--- config.mk ---
export PLATFORM = sky130hd
export DESIGN_NAME = adsr_poly_flat
export DESIGN_NICKNAME = d
export VERILOG_FILES = /design/src/rtl/adsr_poly_if.sv /design/src/rtl/adsr_poly.sv /design/src/flat_wrapper.sv
export SDC_FILE = /design/constraint.sdc
export NUM_CORES = 2
export LEC_CHECK = 0
export CAP_MARGIN = 0
export CORE_UTILIZATION = 55
export CTS_CLUSTER_DIAMETER = 150
export DETAILED_ROUTE_END_ITERATION = 10
export DONT_BUFFER_PORTS = 1
export GPL_ROUTABILITY_DRIVEN = 1
export PLACE_DENSITY = 0.7
export SYNTH_ARGS = -nofsm -noshare
export SYNTH_HDL_FRONTEND = slang
export SYNTH_SLANG_ARGS = --single-unit
--- constraint.sdc ---
create_clock -name i_clk -period 18.54 [get_ports i_clk]
set_input_delay 1.854 -clock i_clk [delete_from_list [all_inputs] [get_ports i_clk]]
set_output_delay 1.854 -clock i_clk [all_outputs]
set_load 0.03 [all_outputs]
--- src/rtl/adsr_poly_if.sv ---
// Settings, gates and envelope status bundle for adsr_poly.
// master drives gates/settings, slave is the envelope bank.
interface adsr_poly_if #(
    parameter int NUM_CH = 4,
    parameter int W      = 32,
    parameter int OUT_W  = 16,
    parameter int TW     = 32
);
    logic [NUM_CH-1:0]       i_gate;
    logic                    i_one_shot;
    logic [W-1:0]            i_attack_step;
    logic [W-1:0]            i_decay_step;
    logic [W-1:0]            i_sustain_level;
    logic [W-1:0]            i_release_step;
    logic [TW-1:0]           i_sustain_time;
    logic [NUM_CH*OUT_W-1:0] o_env;
    logic [NUM_CH*3-1:0]     o_phase;
    logic [NUM_CH-1:0]       o_active;
    logic [NUM_CH-1:0]       o_done;

    modport master (
        output i_gate, i_one_shot,
        output i_attack_step, i_decay_step,
        output i_sustain_level, i_release_step,
        output i_sustain_time,
        input  o_env, o_phase, o_active, o_done
    );

    modport slave (
        input  i_gate, i_one_shot,
        input  i_attack_step, i_decay_step,
        input  i_sustain_level, i_release_step,
        input  i_sustain_time,
        output o_env, o_phase, o_active, o_done
    );
endinterface

--- src/rtl/adsr_poly.sv ---
// Multi-channel ADSR envelope bank with shared settings,
// gate or one-shot sustain, and selectable retrigger policy.
module adsr_poly #(
    parameter int NUM_CH      = 4,
    parameter int W           = 32,
    parameter int OUT_W       = 16,
    parameter int TW          = 32,
    parameter bit RETRIG_ZERO = 1'b1
) (
    input logic       i_clk,
    input logic       i_reset,
    adsr_poly_if.slave bus
);
    typedef enum logic [2:0] {
        IDLE    = 3'd0,
        ATTACK  = 3'd1,
        DECAY   = 3'd2,
        SUSTAIN = 3'd3,
        RELEASE = 3'd4
    } phase_t;

    localparam logic [W-1:0] FS = {1'b1, {(W-1){1'b0}}};

    phase_t            r_ph  [NUM_CH];
    phase_t            w_ph  [NUM_CH];
    logic [W-1:0]      r_lvl [NUM_CH];
    logic [W-1:0]      w_lvl [NUM_CH];
    logic [TW-1:0]     r_t   [NUM_CH];
    logic [TW-1:0]     w_t   [NUM_CH];
    logic [W:0]        w_sum [NUM_CH];
    logic [NUM_CH-1:0] r_gq;
    logic [NUM_CH-1:0] r_done;
    logic [NUM_CH-1:0] w_done;
    logic [W-1:0]      w_sus;

    assign w_sus = (bus.i_sustain_level > FS) ? FS
                 : bus.i_sustain_level;

    always_ff @(posedge i_clk or posedge i_reset) begin
        if (i_reset) begin
            for (int c = 0; c < NUM_CH; c++) begin
                r_ph[c]  <= IDLE;
                r_lvl[c] <= '0;
                r_t[c]   <= '0;
            end
            r_gq   <= '0;
            r_done <= '0;
        end else begin
            for (int c = 0; c < NUM_CH; c++) begin
                r_ph[c]  <= w_ph[c];
                r_lvl[c] <= w_lvl[c];
                r_t[c]   <= w_t[c];
            end
            r_gq   <= bus.i_gate;
            r_done <= w_done;
        end
    end

    // Per channel: trigger beats fall beats the phase update.
    always_comb begin
        for (int c = 0; c < NUM_CH; c++) begin
            w_ph[c]   = r_ph[c];
            w_lvl[c]  = r_lvl[c];
            w_t[c]    = r_t[c];
            w_done[c] = 1'b0;
            w_sum[c]  = {1'b0, r_lvl[c]}
                      + {1'b0, bus.i_attack_step};
            if (bus.i_gate[c] && !r_gq[c]) begin
                w_ph[c] = ATTACK;
                w_t[c]  = '0;
                if (RETRIG_ZERO)
                    w_lvl[c] = '0;
            end else if (!bus.i_gate[c] && r_gq[c] &&
                         !bus.i_one_shot &&
                         (r_ph[c] inside
                          {ATTACK, DECAY, SUSTAIN})) begin
                w_ph[c] = RELEASE;
            end else begin
                unique case (r_ph[c])
                    ATTACK: begin
                        if (bus.i_attack_step == '0 ||
                            w_sum[c] >= {1'b0, FS}) begin
                            w_lvl[c] = FS;
                            w_ph[c]  = DECAY;
                        end else begin
                            w_lvl[c] = w_sum[c][W-1:0];
                        end
                    end
                    DECAY: begin
                        if (bus.i_decay_step == '0 ||
                            r_lvl[c] < bus.i_decay_step ||
                            (r_lvl[c] - bus.i_decay_step)
                              <= w_sus) begin
                            w_lvl[c] = w_sus;
                            w_ph[c]  = SUSTAIN;
                            w_t[c]   = '0;
                        end else begin
                            w_lvl[c] = r_lvl[c]
                                     - bus.i_decay_step;
                        end
                    end
                    SUSTAIN: begin
                        if (bus.i_one_shot) begin
                            if (r_t[c] < bus.i_sustain_time)
                                w_t[c] = r_t[c] + 1'b1;
                            else
                                w_ph[c] = RELEASE;
                        end
                    end
                    RELEASE: begin
                        if (bus.i_release_step == '0 ||
                            r_lvl[c] <= bus.i_release_step) begin
                            w_lvl[c]  = '0;
                            w_ph[c]   = IDLE;
                            w_done[c] = 1'b1;
                        end else begin
                            w_lvl[c] = r_lvl[c]
                                     - bus.i_release_step;
                        end
                    end
                    default: begin
                        w_lvl[c] = '0;
                        w_ph[c]  = IDLE;
                    end
                endcase
            end
        end
    end

    for (genvar c = 0; c < NUM_CH; c++) begin : g_out
        assign bus.o_env[c*OUT_W +: OUT_W] =
            {1'b0, r_lvl[c][W-1 -: OUT_W-1]};
        assign bus.o_phase[c*3 +: 3] = r_ph[c];
        assign bus.o_active[c]       = (r_ph[c] != IDLE);
    end

    assign bus.o_done = r_done;
endmodule

--- src/flat_wrapper.sv ---
// flat-port wrapper written by rule: the top's interface ports become plain ports
module adsr_poly_flat 
#(
    parameter int NUM_CH      = 4,
    parameter int W           = 32,
    parameter int OUT_W       = 16,
    parameter int TW          = 32,
    parameter bit RETRIG_ZERO = 1'b1
)
  (i_clk, i_reset, bus_i_gate, bus_i_one_shot, bus_i_attack_step, bus_i_decay_step, bus_i_sustain_level, bus_i_release_step, bus_i_sustain_time, bus_o_env, bus_o_phase, bus_o_active, bus_o_done);
  adsr_poly_if #(.NUM_CH(NUM_CH), .W(W), .OUT_W(OUT_W), .TW(TW)) bus_i ();
  input logic i_clk;
  input logic i_reset;
  input wire logic [$bits(bus_i.i_gate)-1:0] bus_i_gate;
  input wire logic [$bits(bus_i.i_one_shot)-1:0] bus_i_one_shot;
  input wire logic [$bits(bus_i.i_attack_step)-1:0] bus_i_attack_step;
  input wire logic [$bits(bus_i.i_decay_step)-1:0] bus_i_decay_step;
  input wire logic [$bits(bus_i.i_sustain_level)-1:0] bus_i_sustain_level;
  input wire logic [$bits(bus_i.i_release_step)-1:0] bus_i_release_step;
  input wire logic [$bits(bus_i.i_sustain_time)-1:0] bus_i_sustain_time;
  output wire logic [$bits(bus_i.o_env)-1:0] bus_o_env;
  output wire logic [$bits(bus_i.o_phase)-1:0] bus_o_phase;
  output wire logic [$bits(bus_i.o_active)-1:0] bus_o_active;
  output wire logic [$bits(bus_i.o_done)-1:0] bus_o_done;
  assign bus_i.i_gate = bus_i_gate;
  assign bus_i.i_one_shot = bus_i_one_shot;
  assign bus_i.i_attack_step = bus_i_attack_step;
  assign bus_i.i_decay_step = bus_i_decay_step;
  assign bus_i.i_sustain_level = bus_i_sustain_level;
  assign bus_i.i_release_step = bus_i_release_step;
  assign bus_i.i_sustain_time = bus_i_sustain_time;
  assign bus_o_env = bus_i.o_env;
  assign bus_o_phase = bus_i.o_phase;
  assign bus_o_active = bus_i.o_active;
  assign bus_o_done = bus_i.o_done;
  adsr_poly #(.NUM_CH(NUM_CH), .W(W), .OUT_W(OUT_W), .TW(TW), .RETRIG_ZERO(RETRIG_ZERO)) u_core (.i_clk(i_clk), .i_reset(i_reset), .bus(bus_i));
endmodule
[Word-level counts from Yosys, hierarchy flattened]
Cells that the tools add are included.
Cells by class
  add/sub/neg operators: 16
  order comparisons: 21
  equality and inequality tests: 56
  muxes and demuxes: 97
  reductions and logical operators: 68
Operator list (count)
  2-to-1 mux 32 bit: 41
  one-hot mux 32 bit (4 select lines): 4
  less-or-equal comparator 32 bit: 8
  < comparator 32 bit: 8
  one-hot mux 32 bit (2 select lines): 4
  subtractor 32 bit: 8
  adder 32 x 32 -> 33 bit: 4
  greater-or-equal comparator 33 x 32 -> 1 bit (second input constant): 4
  adder 32 x 1 -> 32 bit (second input constant): 4
  logical NOT 32 bit: 3
  2-to-1 mux 3 bit: 28
  inequality test 4 x 3 -> 1 bit (second input constant): 16
  one-hot mux 3 bit (4 select lines): 4
  AND reduction 5 bit: 8
  inequality test 3 x 2 -> 1 bit (second input constant): 12
  nonzero test 3 bit: 12
  > comparator 32 bit (second input constant): 1
  equality test 3 x 2 -> 1 bit (second input constant): 8
  logical AND 1 bit: 16
  logical OR 1 bit: 16
  2-to-1 mux 1 bit: 16
  inequality test 2 x 1 -> 1 bit (second input constant): 8
  inequality test 4 x 1 -> 1 bit (second input constant): 4
  equality test 3 x 1 -> 1 bit (second input constant): 4
  other kinds (3): 17
Storage, ports and cells
  register bits after elaboration: 276
  input bits: 167
  output and inout bits: 84
  word-level logic and storage cells: 272

[Depth between registers and ports, before layout]
  depth after elaboration: 8
  mapped depth: 27
  depth with buffers taken out: 25

[Worst setup path after synthesis]
No wires, ideal clock.
  path type: input -> register
  start: input bus_i_decay_step[1]
  end: register u_core.r_t[109] in the netlist's numbering
  setup time: 0.121 ns
  arrival: 7.102 ns
  required time: 18.419 ns
  slack: 11.317 ns
  cell stages on the path: 24
  path buffers: 1
  path through: inv_1 -> ha_1 -> nor2b_1 -> o2111ai_1 -> a31oi_1 -> o21ai_0 -> o41ai_1 -> o41ai_1 -> o21ai_0 -> a311oi_1 -> xnor2_1 -> ha_1 -> nand4_1 -> nor4_1 -> nand3_1 -> o31ai_1 -> a21o_1 -> a211oi_2 -> a2111o_1 -> a22o_1 -> buf_2 -> nor3_1 -> xnor2_1 -> nor2_1
On the way
  word-level cells in the longest chain between the ends: 5
  elaborated cells on any way between the ends: 8
  classes of those cells: add/sub: 1; order compare: 2; eq/ne: 1; reduce/logical: 4
Ends and longest elaborated chain
  start, declared: RTL line flat_wrapper.sv:17  | input wire logic [$bits(bus_i.i_decay_step)-1:0] bus_i_decay_step;
  subtractor 32 bit (tied with other cells): RTL line adsr_poly.sv:92  | (r_lvl[c] - bus.i_decay_step)
  less-or-equal comparator 32 bit or logical OR 1 bit (tied branches): RTL line adsr_poly.sv:93, adsr_poly.sv:90
  logical OR 1 bit *: RTL line adsr_poly.sv:91  | r_lvl[c] < bus.i_decay_step ||
  inequality test 3 x 2 -> 1 bit (no source line) *
  AND reduction 5 bit (no source line) *
  end signal, assigned by index: RTL line adsr_poly.sv:52  | r_t[c] <= w_t[c];
  end, declared: RTL line adsr_poly.sv:28  | logic [TW-1:0] r_t [NUM_CH];
Every way passes the cells marked *; elsewhere a longest branch is shown, timed or not.
A chain may end at the register's enable or synchronous reset.

[Worst setup path in the final report]
  start: input bus_i_decay_step[1]
  end: register u_core.r_t[107] in the netlist's numbering
The elaborated chain is that of the path after synthesis.

==> flow_summary.ini <==
[global_routing]
grt_max_degree = 98
overflow = 0
grt_pass1_wl_um = 248000
antenna_found_initial = 9
first_global_vias = 40000
grt_util_all_layers = 0.438

[clocking]
ctsHtreeMaxLevel = 2
tritoncts = built
path_clk_slew_ns = 0.06
cts_sinks = 276
cts_buffers = 41
cts_buffer_depth = 3
cts_setup_buffers = 0
clkLatencyLatePin_ns = 0.62
hold_buffers = 0
cts_root_buffer = clkbuf_16
cts_resized = 0

[placed_design]
dp_hpwl_um = 139000
place_congestion = 1.06
numPortBuffers = 0

[synth]
synthCells = 5283
synth_area_mm2 = 0.0411
ys_seq_elements = 276
avgSynthCellArea_um2 = 7.78
yosys_warnings = 0
synth-edff-count = 0
yosysSeqAreaShare = 0.168
synth_cell_type_count = 96
synth_top_flop_cell = dfrtp_1
ys_async_sr_fraction = 1.00

[timing]
rsz0062_at_grt = false
finalHoldViolations = 0
fin_crit_sh = 0.465
fmax_mhz = 116
finalClockSkew_ns = 0.0266
final-setup-viol-count = 0
fin_crit_ns = 8.63
tightest_slew_ns = 1.20
fin_setup_tns_ns = 0
slew_viol_final = 0
max_slew_margin = 0.194

[drt]
drc = 0
num_vias = 42400
via_per_inst = 6.89
drt-total-wl_um = 171000
ant_nets = 0
dr.pass1.iters = 8
wl_per_cell_um = 27.8
first_iter_violations = 4799

[pwr]
ir_drop_mv = 0.0717
leakage_uw = 0.0206
power.share.switching = 0.514
power_density_mw_per_mm2 = 107
power_frac_comb = 0.601
clkPwrFrac = 0.192
power_uw = 4610
p_int_uw = 2240
switchingPower_uw = 2370
seqPwrFrac = 0.207

[critical_path]
required_ns = 19.03
max_stage_delay_ns = 0.75
worstSetupEndpointType = flop
critPathMaxFanout = 55
cp_cell_sequence = inv_1 > ha_1 > nor2b_1 > o2111ai_1 > a31oi_1 > o21ai_0 > o41ai_1 > o41ai_1 > o21ai_0 > a311oi_1 > xnor2_1 > ha_1 > nand4_1 > nor4_1 > nand3_1 > o31ai_1 > a21o_1 > a211oi_4 > buf_4 > a2111o_1 > a21oi_2 > buf_4 > nor2_1 > mux2_2
cp-start-kind = primary input
slowest_stage = o41ai_1
arrival_ns = 9.12
path_class = primary input to flop

[floorplanning]
initial_core_util = 0.560
die_h_um = 275
die_w_um = 275
core_mm2 = 0.0735
dieArea_mm2 = 0.0759
io_pins = 251
rows = 99

[cells_and_area]
area_growth_pct = 4.83
fillCellCount = 6862
layout-drive-gt1-share = 0.0383
final_net_count = 5979

[run]
drv_cap = 0

[hold_path]
hp-class = flop to flop

[status]
status = completed
-- cell usage in the layout, fill, tap and decap left out, types with 76 or more instances in the layout --
| cell type | synthesis | final |
|---|---|---|
| xnor2_1 | 269 | 269 |
| nand3_1 | 135 | 135 |
| xor2_1 | 122 | 122 |
| nand4_1 | 104 | 104 |
| o21a_1 | 77 | 77 |
| inv_1 | 240 | 239 |
| dfrtp_1 | 276 | 276 |
| a22oi_1 | 76 | 76 |
| a21oi_1 | 526 | 524 |
| nand2_1 | 398 | 398 |
| nor2_1 | 427 | 423 |
| nor3_1 | 89 | 87 |
| o21ai_0 | 376 | 374 |
| ha_1 | 640 | 640 |
| a21o_1 | 227 | 227 |
-- final cells by class --
class | count | area, um^2 | share of cell area
flip-flops and latches | 276 | 6910 | 0.160
diodes | 5 | 12.5 | 0.000290
repair buffers | 43 | 323 | 0.00749
inverters | 240 | 908 | 0.0211
clock inverters | 18 | 278 | 0.00644
multi-input cells | 4558 | 32300 | 0.749
well taps | 959 | 1200 | 0.0278
clock buffers | 57 | 1180 | 0.0273
-- power by group through the flow --
stage / Combinational, uW / Clock (uW) / Sequential, uW
6_report: 2770 / 883 / 953
5_1_grt: 3000 / 906 / 954
4_1_cts: 2700 / 885 / 938
3_5_place_dp: 2680 / 0 / 949
3_3_place_gp: 2670 / 0 / 948
2_1_floorplan: 2110 / 0 / 785
-- flip-flops by register name, summed over array words and instances, names as in the netlist --
| signal | cells |
|---|---|
| u_core.r_t | 128 |
| u_core.r_gq | 4 |
| u_core.r_lvl | 68 |
| u_core.bus.o_done | 4 |
| u_core.bus.o_env | 60 |
| u_core.bus.o_phase | 12 |
-- cell usage after synthesis, types with 18 or more instances --
cell type	number	area, um^2
a211oi_1	59	443
nor2b_1	69	432
o221ai_1	33	289
ha_1	640	8010
o21bai_1	43	323
or3_1	67	419
o211ai_1	52	390
nand2b_1	59	369
nand3_1	135	676
dfrtp_1	276	6910
o31ai_1	27	203
inv_1	240	901
and2_1	53	332
nor2_1	427	1600
a22oi_1	76	571
a221oi_1	41	359
nor3_1	89	445
buf_2	29	145
nor4_1	64	400
and3_1	58	363
a21o_1	227	1700
xor2_1	122	1070
a21oi_1	526	2630
a31oi_1	39	244
a21boi_0	18	135
buf_4	66	495
nand4_1	104	651
mux2i_1	60	601
clkbuf_1	111	417
a211o_1	19	166
nand2_1	398	1490
o21a_1	77	578
xnor2_1	269	2360
and4_1	24	210
o21ai_0	376	1880
-- kinds of logic (layout without fill, tap and decap cells) --
logic type                 count (synthesis)  in the layout  synth area share
AOI/OAI and AO/OA                       1810           1810             0.286
xor gates and xnor gates                 391            391            0.0833
adders and majority gates                654            654             0.201
buffers and inverters                    452            358            0.0486
DFF                                      276            276             0.168
muxes                                     77             77            0.0193
other                                      1              9         0.0000912
and+or+nand+nor                         1622           1622             0.194
-- worst paths after layout --
check / start / end / slack [ns] / cells past startpoint
min in group asynchronous: i_reset / u_core.r_lvl[36]$_DFFE_PP0P_ / 1.16 / 1
max in group asynchronous: i_reset / u_core.bus.o_env[12]$_DFFE_PP0P_ / 14.37 / 4
worst max register to register: u_core.r_lvl[97]$_DFFE_PP0P_ / u_core.r_t[107]$_DFFE_PP0P_ / 10.91 / 23
worst max-delay path: bus_i_decay_step[1] / u_core.r_t[107]$_DFFE_PP0P_ / 9.91 / 24
worst min register to register: u_core.r_lvl[96]$_DFFE_PP0P_ / u_core.r_lvl[96]$_DFFE_PP0P_ / 0.52 / 2
worst min-delay path: u_core.r_lvl[96]$_DFFE_PP0P_ / u_core.r_lvl[96]$_DFFE_PP0P_ / 0.52 / 2
-- routing by layer --
layer / global-route usage / vias up / wire (um)
met2: 0.685 / 2192 / 73700
li1: - / 19500 / -
met3: 0.0977 / 555 / 17900
met1: 0.541 / 20200 / 66800
met5: 0 / - / 8
met4: 0.286 / 2 / 12700
-- through the flow --
stage          setup WS [ns]  cells  hold slack, ns   util  instance area, um^2
3_3_place_gp            9.51   6076           0.491  0.567                41600
3_5_place_dp            9.34   6076           0.504  0.567                41600
2_1_floorplan           9.08   5286           0.470      -                41100
4_1_cts                 9.97   6151           0.516  0.587                43100
6_report                9.91   6156           0.521  0.587                43100
5_1_grt                 9.63   6151           0.550  0.587                43100
-- critical path, delay by kind of cell --
family	cells	cell delay [ns]
buf+inv	3	1.00
mux	1	0.26
fa+ha+maj	2	0.61
simple gates	5	0.91
xor+xnor	1	0.14
compound gates	12	4.33
No activity file was read; power rests on OpenSTA's default activity.
